$ cat src/rtl/sbox_f_sequencer.sv
// sbox_f_sequencer: Blowfish F-function sequenced over one shared S-box lookup port
// F = ((S1[a] + S2[b]) ^ S3[c]) + S4[d], with x = {a,b,c,d}, all adds mod 2^DATA_W.
// Ports: clk, rst (sync, active-high), start/x_in (request), busy/done/f_out (result),
//        sbox_sel/sbox_idx (lookup address), sbox_data (lookup word).
// Macro SBOX_SYNC_ROM_EN: sbox_data arrives one cycle after sel/idx, so each lookup
// takes an address cycle plus a capture cycle.
module sbox_f_sequencer #(
  parameter int DATA_W = 32,
  parameter int IDX_W  = 8
) (
  input  logic              clk,
  input  logic              rst,
  input  logic              start,
  input  logic [31:0]       x_in,
  output logic              busy,
  output logic              done,
  output logic [DATA_W-1:0] f_out,
  output logic [1:0]        sbox_sel,
  output logic [IDX_W-1:0]  sbox_idx,
  input  logic [DATA_W-1:0] sbox_data
);
  typedef enum logic [2:0] {IDLE, LK0, LK1, LK2, LK3, DONE} state_t;
  state_t state;
  logic [DATA_W-1:0] acc;
  // Remaining bytes, left-aligned; the top byte is the next lookup index.
  logic [31:0] x_reg;
  logic cap;
`ifdef SBOX_SYNC_ROM_EN
  logic ph;
  assign cap = ph;
`else
  assign cap = 1'b1;
`endif
  always_ff @(posedge clk) begin
    if (rst) begin
      state    <= IDLE;
      busy     <= 1'b0;
      done     <= 1'b0;
      f_out    <= '0;
      sbox_sel <= '0;
      sbox_idx <= '0;
      acc      <= '0;
      x_reg    <= '0;
`ifdef SBOX_SYNC_ROM_EN
      ph       <= 1'b0;
`endif
    end else begin
      done <= 1'b0;
      case (state)
        IDLE, DONE: begin
`ifdef SBOX_SYNC_ROM_EN
          ph <= 1'b0;
`endif
          if (start) begin
            state    <= LK0;
            busy     <= 1'b1;
            sbox_sel <= 2'd0;
            sbox_idx <= x_in[31 -: IDX_W];
            x_reg    <= x_in << IDX_W;
          end else begin
            state <= IDLE;
          end
        end
        default: begin
`ifdef SBOX_SYNC_ROM_EN
          ph <= ~ph;
`endif
          if (cap) begin
            acc <= state == LK0 ? sbox_data : state == LK1 ? acc + sbox_data : acc ^ sbox_data;
            if (state == LK3) begin
              f_out <= acc + sbox_data;
              busy  <= 1'b0;
              done  <= 1'b1;
              state <= DONE;
            end else begin
              state    <= state_t'(state + 3'd1);
              sbox_sel <= sbox_sel + 2'd1;
              sbox_idx <= x_reg[31 -: IDX_W];
              x_reg    <= x_reg << IDX_W;
            end
          end
        end
      endcase
    end
  end
endmodule

$ cat config.mk
export PLATFORM = sky130hd
export DESIGN_NAME = sbox_f_sequencer
export DESIGN_NICKNAME = d
export VERILOG_FILES = /design/src/rtl/sbox_f_sequencer.sv
export SDC_FILE = /design/constraint.sdc
export NUM_CORES = 1
export LEC_CHECK = 0
export ABC_AREA = 1
export CAP_MARGIN = 10
export CELL_PAD_IN_SITES_DETAIL_PLACEMENT = 0
export CELL_PAD_IN_SITES_GLOBAL_PLACEMENT = 1
export CORE_MARGIN = 4
export CORE_UTILIZATION = 30
export DETAILED_ROUTE_END_ITERATION = 10
export HOLD_SLACK_MARGIN = 0.12
export PLACE_DENSITY = 0.71
export SLEW_MARGIN = 20
export SYNTH_ARGS = -nofsm -noshare
export SYNTH_HDL_FRONTEND = slang
export SYNTH_SLANG_ARGS = --single-unit
$ cat constraint.sdc
create_clock -name clk -period 1.9 [get_ports clk]
set_clock_uncertainty 0.05 [all_clocks]
set_input_delay 0.38 -clock clk [delete_from_list [all_inputs] [get_ports clk]]
set_output_delay 0.38 -clock clk [all_outputs]
set_load 0.005 [all_outputs]
Word level (Yosys, flattened, before mapping)
Cells that the tools add are included.
{"block": "op_classes", "n_addsub": 3, "eq_ne": 6, "mux": 18, "bitwise_logic": 2, "reduce_logical": 7}
{"cell": "two-way mux 32 bit", "count": 5}
{"cell": "adder 32 bit", "count": 1}
{"cell": "XOR 32 bit", "count": 1}
{"cell": "two-way mux 8 bit", "count": 3}
{"cell": "equality test 3 bit (second input constant)", "count": 2}
{"cell": "two-way mux 2 bit", "count": 3}
{"cell": "two-way mux 3 bit", "count": 2}
{"cell": "AND reduction 2 bit", "count": 3}
{"cell": "two-way mux 1 bit", "count": 5}
{"cell": "adder 3 x 1 -> 3 bit (second input constant)", "count": 1}
{"cell": "equality test 3 x 1 -> 1 bit (second input constant)", "count": 1}
{"cell": "equality test 3 x 2 -> 1 bit (second input constant)", "count": 1}
{"cell": "logical NOT 3 bit", "count": 1}
{"cell": "OR reduction 3 bit", "count": 1}
{"cell": "adder 2 x 1 -> 2 bit (second input constant)", "count": 1}
{"cell": "!= test 2 x 1 -> 1 bit (second input constant)", "count": 1}
{"cell": "!= test 2 bit (second input constant)", "count": 1}
{"cell": "nonzero test 2 bit", "count": 1}
{"cell": "OR reduction 2 bit", "count": 1}
{"cell": "NOT 1 bit", "count": 1}
{"block": "word_totals", "regBits": 111, "input_bits": 67, "output_inout_bits": 44, "elab_cells": 44}

Depth between registers and ports, before layout
Gate-level depths: netlist of the first run.
{"block": "depth", "depth_word": 4, "depth_mapped": 15, "ltp_nobuf": 14}

Least setup slack after synthesis of the first run
Ideal clock, no wire load.
{"block": "synth_timing", "path_kind": "input-to-reg", "start": "input sbox_data[0]", "end": "register f_out[24]", "setup_time_ns": 0.116, "arrival_time_ns": 1.841, "required_time_ns": 1.734, "slack_ns": -0.107, "path_stages": 14, "n_path_buf": 0, "cell_sequence": "ha_1 fa_1 nand3_1 nand3_1 nand2_1 nand2_1 nand2_1 nand2_1 nand2_1 nand2_1 nand2_1 nand3_1 o211ai_1 inv_1"}
{"block": "synth_via", "elab_chain_cells": 1}
{"item": "from (decl)", "line_no": "20", "rtl": "input logic [DATA_W-1:0] sbox_data"}
{"item": "adder 32 bit", "line_no": "71", "rtl": "f_out <= acc + sbox_data;"}
{"item": "to (signal assigned)", "line_no": "71"}
{"item": "to (decl)", "line_no": "17", "rtl": "output logic [DATA_W-1:0] f_out,"}
No other way between the ends.
A chain may end at the register's enable or synchronous reset.

Final worst setup path of the first run
{"block": "layout_timing", "start": "register acc[0]", "end": "register f_out[20]"}
{"block": "layout_via", "elab_chain_cells": 1}
{"item": "from (decl)", "line_no": "24", "rtl": "logic [DATA_W-1:0] acc;"}
{"item": "from (signal assigned)", "line_no": "69", "rtl": "acc <= state == LK0 ? sbox_data : state == LK1 ? acc + sbox_data : acc ^ sbox_data;"}
{"item": "adder 32 bit", "line_no": "71"}
No other way between the ends.

==> results of run 1 <==
area by class of cell:
type | count | area [µm²]
clock buffer | 9 | 225
clock inverter | 7 | 86.3
fill | 2315 | 11800
inverter | 164 | 623
multi-input combinational | 783 | 4900
sequential | 103 | 2090
tap | 280 | 350
timing repair buffer | 211 | 1940
worst min-delay path, delay by kind of cell (launching register included):
family / cells / cell delay, ps
AOI/OAI and AO/OA: 1 / 50
and+or+nand+nor: 1 / 60
DFF: 1 / 320
cell families after synthesis:
group           count (synthesis)
flops                         103
simple gates                  491
buf+inv                       211
fa+ha+maj                      36
compound gates                240
xor+xnor                       16
cell usage after synthesis (2+ instances only):
library cell	number	area [µm²]
buf_2	9	45.0
xnor2_1	2	17.5
nand2_1	319	1200
and2_1	3	18.8
a31oi_1	24	150
a21oi_1	103	515
nor2_1	98	368
xor2_1	14	123
o21ai_1	3	15.0
ha_1	35	438
nand3_1	61	305
clkbuf_1	29	109
buf_4	4	30.0
o211ai_1	19	143
buf_1	3	11.3
nand3b_1	2	15.0
o21ai_0	83	415
nor2_8	2	40.0
nor3_1	4	20.0
buf_6	2	22.5
dfxtp_1	103	2060
inv_1	162	608
a21o_1	2	15.0
o21bai_1	2	15.0
power groups by stage:
stage / registers [mW] / clock network [mW] / logic, mW
6_report: 2.51 / 2.00 / 3.44
5_1_grt: 2.54 / 2.12 / 3.79
4_1_cts: 2.50 / 2.06 / 3.06
3_5_place_dp: 2.51 / 0 / 2.78
3_3_place_gp: 2.51 / 0 / 2.77
2_1_floorplan: 2.48 / 0 / 1.61
how the worst max path moves through the flow:
stage | start | end | slack, ps | cells after the start
4_1_cts | acc[0]$_SDFFE_PP0P_ | f_out[28]$_SDFFE_PP0P_ | -20 | 13
2_1_floorplan | sbox_data[0] | f_out[24]$_SDFFE_PP0P_ | 20 | 14
6_report | acc[0]$_SDFFE_PP0P_ | f_out[20]$_SDFFE_PP0P_ | -50 | 13
3_3_place_gp | sbox_data[13] | f_out[22]$_SDFFE_PP0P_ | -700 | 12
3_5_place_dp | sbox_data[0] | f_out[28]$_SDFFE_PP0P_ | -760 | 13
5_1_grt | acc[0]$_SDFFE_PP0P_ | f_out[26]$_SDFFE_PP0P_ | -170 | 13
layer usage:
layer / GRT usage / wire length (µm) / up-vias
li1: - / - / 3860
met1: 0.263 / 11400 / 3457
met2: 0.323 / 11900 / 137
met3: 0.0372 / 1120 / 21
met4: 0.0410 / 261 / 2
met5: 0 / 12 / -
per-stage QoR:
stage               area [µm²]  setup TNS, ps  instances  hold WS, ps
CTS                       9640          -59.7       1552          414
global route             10200          -2850       1557          431
detailed placement        8810         -35440       1532          403
floorplan                 6810              0       1097          389
finish                   10200           -442       1557          412
global placement          8810         -34370       1532          399
repair_timing:
action / 4_1_cts / 5_1_grt
resized for setup: 118 / 163
cloned: 0 / 1
setup buffers: 4 / 5
pin swaps: 24 / 41
endpoints found under the setup margin: 57 / 71
==> run summary, run 1 <==
status: finished with violations
violations in the final reports: setup timing
Root Buffer: clkbuf_16
internal power: 4.83 mW
Synth Area in Compound Gates: 0.193
post-layout util: 0.464
XOR/XNOR Fraction of Synth Area: 0.0207
Netlist cell types: 33
FF-to-FF End: f_out[20]$_SDFFE_PP0P_
reg2reg setup slack: -50 ps
CP Capture Type: flop
#FFs+latches synth: 103
Max-slew headroom: 0.778
GPL Wtd Cong: 0.882
Ys Warns: 0
Post-route DRC: 0
Setup-failing EPs final: 16
Cell Chain, Critical Path: ha_4 > fa_2 > nand3_2 > nand3_2 > nand3_2 > nand3b_1 > buf_6 > nand2_4 > nand2_2 > nand2_2 > nand3_1 > o211ai_1 > inv_1
DR WL/cell: 15.9 µm
CP delay by family, top: simple AND/OR/NAND/NOR gates
Crit-path slowest cell: fa_2
Synth Instances: 1097
post-route setup slack: -49.4 ps
die width: 158 µm
share of cells above drive strength 1: 0.256
Worst setup SP type: flop
router iterations before antenna repair: 5
critical path class: flop to flop
vias in the first global route: 7269
largest family of logic cells by synthesized area: simple AND/OR/NAND/NOR gates
CTS Sinks: 103
reg2reg start: acc[0]$_SDFFE_PP0P_
grt total ovfl: 0
maxcap violations: 0
initial antenna violation count: 1
H-tree levels: 3
Vert. Die Dim: 158 µm
Total Routing Usage GR: 0.194
CTS buffer count: 9
sw power: 3.12 mW
FP Rows: 54
Area growth, synth to finish: 50.6%
detailed placement HPWL: 17400 µm
via count: 7477
RSZ-0062 raised after global routing: true
first-pass GRT wire length: 38300 µm
Max Clock Freq: 0.513 GHz
Leakage: 4.91 nW
maximum vdd ir drop: 0.408 mV
EDFF count, synth: 0
pin count of the biggest net entering global routing: 59
Hold Startpoint: x_reg[11]$_SDFFE_PP0P_
proportion of power drawn by combinational gates: 0.432
via-per-instance ratio: 4.80
Req. time, crit path: 2120 ps
Core Region: 22000 µm²
Initial Utilization: 0.308
Final Hold Viols: 0
# hold bufs at CTS: 0
PwrDens: 779 nW/µm²
cell mode on critical path: nand3_2
Net Count, Synth: 1200
CTS tree: done
CP Data Arrival Time: 2170 ps
Clk pin slew, worst setup/hold paths: 90 ps
CP max stage delay: 370 ps
Crit Path Max Fanout: 3
hold path depth: 2
# diodes: 0
clock share of power: 0.252
Seq/Total Area, Yosys: 0.304
Max Root-Sink Buffers: 2
Post-Synth Adder-Cell Area: 0.0675
fin. max-slew vios: 0
DRC marker count from the first detailed-route iteration: 387
Net count, final: 1375
fin crit period: 1950 ps
drt total wl: 24700 µm
period utilization: 1.03
num ports: 111
worst path bufs/invs: 2
Buffers on Ports: 110
most common flop cell mapped by yosys: dfxtp_1
Die Footprint: 25100 µm²
Flop pwr share: 0.316
ANT nets after route: 0
simple-gate share of the synthesized area: 0.292
number of cells on the worst reg-to-reg path: 13
commonest non-fill, non-tap cells in the layout: 243 x nand2_1, 154 x inv_1, 88 x buf_4
Min-Delay Endpoint: x_reg[11]$_SDFFE_PP0P_
Avg Cell Area, Syn: 6.18 µm²
Place WS: -758 ps
switching share of power: 0.392
Pwr Total: 7.96 mW
Worst Hold Class: flop to flop
commonest non-fill, non-tap cell in the layout: nand2_1
synthesized cell area: 6780 µm²
mux contribution to synthesized area: 0
clock latency on the worst-skew pair: 370 ps
worst slew pin tran: 333 ps
async set or reset register ratio after synthesis: 0
Power figures use the tool's default switching activity.
==> inputs of run 2 (changes only) <==
- CTS_CLUSTER_DIAMETER: not set -> 150
==> results of run 2 <==
Final layout, timing and power as in run 1 (identical DEF).
